## config.mk

```make
export PLATFORM = sky130hd
export DESIGN_NAME = tristate_bus_arbiter_flat
export DESIGN_NICKNAME = d
export VERILOG_FILES = /design/src/rtl/tristate_bus_arbiter_if.sv /design/src/rtl/tristate_bus_arbiter.sv /design/src/flat_wrapper.sv
export SDC_FILE = /design/constraint.sdc
export NUM_CORES = 1
export LEC_CHECK = 0
export ABC_AREA = 1
export CAP_MARGIN = 20
export CORE_MARGIN = 2
export CORE_UTILIZATION = 55
export CTS_BUF_LIST = sky130_fd_sc_hd__clkbuf_2
export DETAILED_ROUTE_END_ITERATION = 6
export DONT_BUFFER_PORTS = 1
export MAX_ROUTING_LAYER = met4
export PLACE_DENSITY = 0.73
export SLEW_MARGIN = 25
export SYNTH_ARGS = -nofsm -noshare
export SYNTH_HDL_FRONTEND = slang
export SYNTH_SLANG_ARGS = --single-unit
```

## constraint.sdc

```tcl
create_clock -name clk -period 1.3 [get_ports clk]
set_input_delay 0.26 -clock clk [delete_from_list [all_inputs] [get_ports clk]]
set_output_delay 0.26 -clock clk [all_outputs]
set_load 0.05 [all_outputs]
```

## src/rtl/tristate_bus_arbiter_if.sv

```systemverilog
// Request/enable bundle between the requesters and the tri-state enable sequencer.
// Requesters hold req level; the arbiter answers with registered enables and status.
interface tristate_bus_arbiter_if;
  logic       req1;
  logic       req2;
  logic       en1;
  logic       en2;
  logic       turn;
  logic [7:0] hold_cnt;

  modport master (
    output req1, req2,
    input  en1, en2, turn, hold_cnt
  );

  modport slave (
    input  req1, req2,
    output en1, en2, turn, hold_cnt
  );
endinterface

```

## src/rtl/tristate_bus_arbiter.sv

```systemverilog
// Round-robin enable sequencer for two tri-state drivers on one wire, with DEAD_CYC idle cycles per handover.
// Grant 1 cycle after a sampled request; no backpressure, requests are levels held until the enable arrives.
module tristate_bus_arbiter #(
  parameter int unsigned DEAD_CYC = 2,
  parameter int unsigned MAX_HOLD = 8
) (
  input  logic                    clk,
  input  logic                    rst_n,
  tristate_bus_arbiter_if.slave   bus
);

  typedef enum logic [1:0] {
    IDLE = 2'd0,
    G1   = 2'd1,
    G2   = 2'd2,
    TURN = 2'd3
  } state_t;

  localparam logic [3:0] DEAD_INIT = 4'(DEAD_CYC - 1);
  localparam logic [7:0] HOLD_LIM  = 8'(MAX_HOLD);

  state_t     state_q, state_d;
  state_t     arb_st;
  logic [7:0] hold_q, hold_d;
  logic [3:0] dead_q, dead_d;
  logic       pref2_q, pref2_d;

  always_ff @(posedge clk) begin
    if (!rst_n) begin
      state_q <= IDLE;
      hold_q  <= 8'd0;
      dead_q  <= 4'd0;
      pref2_q <= 1'b0;
    end else begin
      state_q <= state_d;
      hold_q  <= hold_d;
      dead_q  <= dead_d;
      pref2_q <= pref2_d;
    end
  end

  // Shared by IDLE and the final TURN edge; pref2_q breaks ties.
  always_comb begin
    arb_st = IDLE;
    if (bus.req1 && bus.req2) begin
      arb_st = pref2_q ? G2 : G1;
    end else if (bus.req1) begin
      arb_st = G1;
    end else if (bus.req2) begin
      arb_st = G2;
    end
  end

  always_comb begin
    state_d = state_q;
    hold_d  = hold_q;
    dead_d  = dead_q;
    pref2_d = pref2_q;
    case (state_q)
      IDLE: begin
        state_d = arb_st;
        hold_d  = (arb_st == IDLE) ? 8'd0 : 8'd1;
      end
      G1: begin
        if (!bus.req1 || (hold_q == HOLD_LIM && bus.req2)) begin
          state_d = TURN;
          hold_d  = 8'd0;
          dead_d  = DEAD_INIT;
          pref2_d = 1'b1;
        end else if (hold_q != 8'hFF) begin
          hold_d = hold_q + 8'd1;
        end
      end
      G2: begin
        if (!bus.req2 || (hold_q == HOLD_LIM && bus.req1)) begin
          state_d = TURN;
          hold_d  = 8'd0;
          dead_d  = DEAD_INIT;
          pref2_d = 1'b0;
        end else if (hold_q != 8'hFF) begin
          hold_d = hold_q + 8'd1;
        end
      end
      TURN: begin
        // Requests are only looked at on the last dead cycle.
        if (dead_q == 4'd0) begin
          state_d = arb_st;
          hold_d  = (arb_st == IDLE) ? 8'd0 : 8'd1;
        end else begin
          dead_d = dead_q - 4'd1;
        end
      end
      default: begin
        state_d = IDLE;
        hold_d  = 8'd0;
      end
    endcase
  end

  assign bus.en1      = (state_q == G1);
  assign bus.en2      = (state_q == G2);
  assign bus.turn     = (state_q == TURN);
  assign bus.hold_cnt = hold_q;

endmodule

```

## src/flat_wrapper.sv

```systemverilog
// flat-port wrapper written by rule: the top's interface ports become plain ports
module tristate_bus_arbiter_flat 
#(
  parameter int unsigned DEAD_CYC = 2,
  parameter int unsigned MAX_HOLD = 8
)
  (clk, rst_n, bus_req1, bus_req2, bus_en1, bus_en2, bus_turn, bus_hold_cnt);
  tristate_bus_arbiter_if bus_i ();
  input  logic clk;
  input  logic rst_n;
  input wire logic [$bits(bus_i.req1)-1:0] bus_req1;
  input wire logic [$bits(bus_i.req2)-1:0] bus_req2;
  output wire logic [$bits(bus_i.en1)-1:0] bus_en1;
  output wire logic [$bits(bus_i.en2)-1:0] bus_en2;
  output wire logic [$bits(bus_i.turn)-1:0] bus_turn;
  output wire logic [$bits(bus_i.hold_cnt)-1:0] bus_hold_cnt;
  assign bus_i.req1 = bus_req1;
  assign bus_i.req2 = bus_req2;
  assign bus_en1 = bus_i.en1;
  assign bus_en2 = bus_i.en2;
  assign bus_turn = bus_i.turn;
  assign bus_hold_cnt = bus_i.hold_cnt;
  tristate_bus_arbiter #(.DEAD_CYC(DEAD_CYC), .MAX_HOLD(MAX_HOLD)) u_core (.clk(clk), .rst_n(rst_n), .bus(bus_i));
endmodule
```

# Word-level counts from Yosys, hierarchy flattened
# Index checks and enable logic that the tools add are counted.
[op_classes] eq_ne=9 reduce_logical=15 n_mux=21 addsub=2
[ops] operator="$mux W8" count=4
[ops] operator="$pmux W8 S4" count=1
[ops] operator="$mux W2" count=7
[ops] operator="$mux W4" count=3
[ops] operator="$pmux W4 S3" count=1
[ops] operator="$add A8 B1 Y8 const B" count=1
[ops] operator="$eq A8 B4 Y1 const B" count=1
[ops] operator="$ne A8 B8 Y1 const B" count=1
[ops] operator="$pmux W2 S4" count=1
[ops] operator="$ne A2 B1 Y1 const B" count=3
[ops] operator="$reduce_and A3 Y1" count=2
[ops] operator="$eq A2 B2 Y1 const B" count=2
[ops] operator="$logic_not A2 Y1" count=2
[ops] operator="$logic_not A4 Y1" count=1
[ops] operator="$reduce_and A4 Y1" count=1
[ops] operator="$sub A4 B1 Y4 const B" count=1
[ops] operator="$logic_and A1 B1 Y1" count=3
[ops] operator="$mux W1" count=3
[ops] operator="$reduce_bool A3 Y1" count=1
[ops] operator="$eq A2 B1 Y1 const B" count=1
[ops] operator="$logic_not A1 Y1" count=2
[ops] operator="$logic_or A1 B1 Y1" count=2
[ops] operator="$ne A2 B2 Y1 const B" count=1
[ops] operator="$pmux W1 S2" count=1
[ops] operator="$reduce_bool A2 Y1" count=1
[word_totals] out_inout_bits=11 in_bits=4 elab_cells=51 ff_bits=15

# Depth between registers and ports, before layout
[depth] ltp_word=7 depth_mapped=11 ltp_nobuf=11

# Worst setup path after synthesis
# Ideal clock, no wire load.
[synth_timing] kind="register -> register" start="reg u_core.state_q[1]" end="reg u_core.pref2_q" setup_ns=0.115 synth_period_minus_slack_ns=1.724 required_time_ns=1.185 stages_incl_launch_ff=9 arrival_time_ns=1.609 setup_slack_ns=-0.424 n_path_buf=0 path_cell_list="dfxtp_1 > inv_1 > ha_1 > inv_1 > o21ai_2 > inv_2 > nor2_4 > nor2_1 > o21a_1"
[synth_between] elab_chain_cells=3 word_cells_on_any_way=7 cone_classes="eq/ne: 4; mux: 1; reduce/logical: 2"
[synth_lines] element="from (decl)" line_no="tristate_bus_arbiter.sv:22" text="state_t state_q, state_d;"
[synth_lines] element="from (signal assigned)" line_no="tristate_bus_arbiter.sv:35" text="state_q <= state_d;"
[synth_lines] element="$eq A2 B1 Y1 (*)"
[synth_lines] element="net bus_en1" line_no="flat_wrapper.sv:13" text="output wire logic [$bits(bus_i.en1)-1:0] bus_en1;"
[synth_lines] element="$ne A2 B1 Y1 (no source line) / $reduce_bool A2 Y1 (equally long branches)"
[synth_lines] element="$reduce_and A3 Y1 (no source line)"
[synth_lines] element="to (signal assigned)" line_no="tristate_bus_arbiter.sv:38" text="pref2_q <= pref2_d;"
[synth_lines] element="to (decl)" line_no="tristate_bus_arbiter.sv:26" text="logic pref2_q, pref2_d;"
# The timed path passes the listed nets; every way through them passes the cells marked *.
# A chain may end at the register's enable or synchronous reset.

# Worst setup path in the final report
[layout_timing] start="reg u_core.state_q[1]" end="reg u_core.dead_q[1]"
[layout_between] elab_chain_cells=3 word_cells_on_any_way=9 cone_classes="eq/ne: 6; mux: 1; reduce/logical: 2"
[layout_lines] element="$eq A2 B2 Y1 / $eq A2 B1 Y1 (equally long branches)" line_no="tristate_bus_arbiter.sv:59" text="case (state_q)"
[layout_lines] element="$ne A2 B2 Y1 (no source line) (tied with other cells)"
[layout_lines] element="$reduce_and A4 Y1 (no source line)"
[layout_lines] element="to (signal assigned)" line_no="tristate_bus_arbiter.sv:32" text="dead_q <= 4'd0;"
[layout_lines] element="to (signal assigned)" line_no="tristate_bus_arbiter.sv:37" text="dead_q <= dead_d;"
[layout_lines] element="to (decl)" line_no="tristate_bus_arbiter.sv:25" text="logic [3:0] dead_q, dead_d;"
# Parallel ways exist; a longest one is shown, timed or not.

==> impl_metrics.ini <==
[status]
status = complete, but fails checks
violations = negative setup slack

[die]
io_pins = 15
core_mm2 = 0.00176
fp-row-count = 15
initial_core_util = 0.597
die_x_um = 47.8
die_y_um = 47.8
die-area_mm2 = 0.00228

[finish]
drive_gt1_frac = 0.477
nets = 206
layout_common_cells = nand2_1 (33), buf_4 (19), nand3_1 (17), nor2_1 (15), inv_1 (14)
num_antenna_cells = 0
final_common_cell = nand2_1
multiInputGateArea_um2 = 855
area_growth_syn_to_layout_pct = 48.1
seq_area_um2 = 327
n_fill_cell = 101

[synthesis]
synth_cells = 166
yosys_warnings = 0
yosys.area.top_type = dfxtp_1
synth_top_area_frac = 0.285
synth_cell_types = 23
ys_seq_area_frac = 0.285
postSynthAreaPerCell_um2 = 6.35
syn_area_mm2 = 0.00105
synth_seq_cells = 15
synth_area_leaders = dfxtp_1 (29%), nand2_1 (15%), nand3_1 (9.0%)
syn-num-nets = 176

[route]
num_vias = 1270
drt_iter0_drc = 56
wirelength_um = 3490
drc = 0
wire_per_inst_um = 15.9
dr.pass1.iters = 4
ant_nets = 0
via_per_inst = 5.77

[cts]
cts_buffers = 3
cts_htree_levels = 1
insertion_delay_ps = 300
clk_path_buf_depth = 2
tritoncts = built
cts-root-buf = clkbuf_2
path_clk_slew_ps = 160
cts.sinks = 15
cts_hold_buf = 0

[worst_hold_path]
min_from = rst_n
holdPathStages = 2
worstHoldEndpoint = u_core.state_q[1]$_SDFFE_PN0P_
min-delay-path-class = in2reg

[power_and_ir_drop]
ir_worst_vdd_mv = 2.20
comb_power_share = 0.691
p_per_area_mw_per_mm2 = 1880
internal_power_mw = 1.44
sw_frac_of_total = 0.510
power_frac_clock = 0.080
p_sw_mw = 1.50
leakage_nw = 0.688
seq_power_share = 0.230

[place]
preCtsSetupSlack_ps = -94.3
gp_congestion = 0.793
dp_hpwl_um = 2030
port-buffer-count = 0

[worst_setup_path]
cpPeakStageDelay_ps = 410
worstReg2RegStart = u_core.state_q[1]$_SDFFE_PN0P_
r2r_cells = 8
worstSetupPathType = reg2reg
rrSetupSlack_ps = -190
path_max_fanout = 5
cp_cell_sequence = inv_2, ha_4, buf_4, o21ai_2, nand2_2, nand2_4, nand2_1, a21oi_1
timing.critical_path.to_type = flop
start_kind = flop
cp.required_ps = 1520
critPathSlowestCell = dfxtp_4
r2r-end = u_core.dead_q[1]$_SDFFE_PN0P_
cp.arrival_ps = 1710

[global_route]
grt_pass1_vias = 1054
grt_overflow_total = 0
grt_first_pass_wirelength_um = 4210
grt_max_degree = 10
grtUsageTotal = 0.267
antenna_found_initial = 0

[sta]
final.setup.worst_slack_ps = -189
period_share = 1.15
final.setup.tns_ps = -1550
finalSetupViolations = 16
finalMaxSlewViolations = 0
max_slew.worst_pin.slew_ps = 319
finalHoldViolCount = 0
min_period_ps = 1490
clock_skew_ps = 1.94
max_slew_margin = 0.786
fmax_ghz = 0.672
rsz0062_at_grt = yes
whs_ps = 52.6

[run]
max_cap_violations = 0
==> through the flow <==
stage / total power [mW] / util / instance area, um2 / cells
global placement: 2.06 / 0.755 / 1330 / 212
CTS: 2.58 / 0.835 / 1470 / 219
finish: 2.94 / 0.884 / 1560 / 220
detailed placement: 2.11 / 0.755 / 1330 / 212
floorplan: 1.74 / - / 1140 / 166
global route: 3.06 / 0.884 / 1560 / 220
==> repair_timing <==
item,in CTS,in global routing
gates resized for setup,28,23
endpoints found under the setup margin,18,18
buffers inserted,3,1
pin swaps,11,8
==> synth_stat cells <==
| cell | instances |
|---|---|
| inv_1 | 20 |
| o21ai_0 | 4 |
| o21ai_2 | 1 |
| xnor2_1 | 1 |
| inv_2 | 4 |
| nor2_2 | 2 |
| nand4_2 | 1 |
| nand2_1 | 43 |
| nor2_1 | 19 |
| nor2_4 | 2 |
| nand2_4 | 2 |
| nor3_1 | 1 |
| clkinv_1 | 2 |
| ha_1 | 6 |
| nand4_1 | 1 |
| a21oi_2 | 1 |
| o21ai_1 | 2 |
| o21bai_1 | 2 |
| nand2_2 | 4 |
| dfxtp_1 | 15 |
| o21a_1 | 2 |
| nand3_1 | 19 |
| a21oi_1 | 12 |
==> critical path: cells and delay by family (launching register included) <==
family                     cells  cell delay, ps
AOI/OAI and AO/OA              2             320
adders and majority gates      1             170
buffers and inverters          2             190
DFF                            1             410
and+or+nand+nor                3             330
==> final cells by class <==
type / instances / share of cell area
Sequential cell: 15 / 0.209
Inverter: 26 / 0.0706
Tap cell: 25 / 0.0200
Timing Repair Buffer: 25 / 0.140
Clock inverter: 1 / 0.00321
Multi-Input combinational cell: 125 / 0.548
Clock buffer: 3 / 0.00962
==> cells by family after synthesis <==
logic type | synth area share
xor+xnor | 0.00832
flops | 0.285
fa+ha+maj | 0.0713
buf+inv | 0.0926
simple gates | 0.412
compound gates | 0.131
==> sequential cells by signal (all words and copies together) (netlist names) <==
| signal | cells |
|---|---|
| u_core.dead_q | 4 |
| u_core.state_q | 2 |
| u_core.pref2_q | 1 |
| u_core.bus.hold_cnt | 8 |
==> layer usage <==
layer / part of all wire / track usage / vias up
met5: 0 / - / -
met4: 0.047 / 0.0649 / 0
met3: 0.066 / 0.0377 / 25
met2: 0.51 / 0.517 / 66
met1: 0.37 / 0.276 / 586
li1: - / - / 593
==> how the worst max path moves through the flow <==
stage / startpoint / end / slack (ps) / cells past startpoint
after floorplan: u_core.state_q[1]$_SDFFE_PN0P_ / u_core.pref2_q$_SDFFE_PN0P_ / -90 / 8
after global placement: u_core.bus.hold_cnt[0]$_SDFFE_PN0N_ / u_core.state_q[1]$_SDFFE_PN0P_ / -70 / 11
after detailed placement: u_core.state_q[0]$_SDFFE_PN0P_ / u_core.dead_q[1]$_SDFFE_PN0P_ / -90 / 7
after CTS: u_core.state_q[1]$_SDFFE_PN0P_ / bus_en2 / -60 / 3
after global routing: u_core.state_q[1]$_SDFFE_PN0P_ / u_core.dead_q[1]$_SDFFE_PN0P_ / -200 / 8
final: u_core.state_q[1]$_SDFFE_PN0P_ / u_core.dead_q[1]$_SDFFE_PN0P_ / -190 / 8
==> power by group through the flow <==
stage               clock network [mW]  registers [mW]  logic, mW
CTS                              0.227           0.659       1.69
finish                           0.234           0.676       2.03
detailed placement                   0           0.657       1.46
global placement                     0           0.649       1.41
global route                     0.240           0.679       2.14
floorplan                            0           0.706       1.03
(Power assumes the default switching activity.)
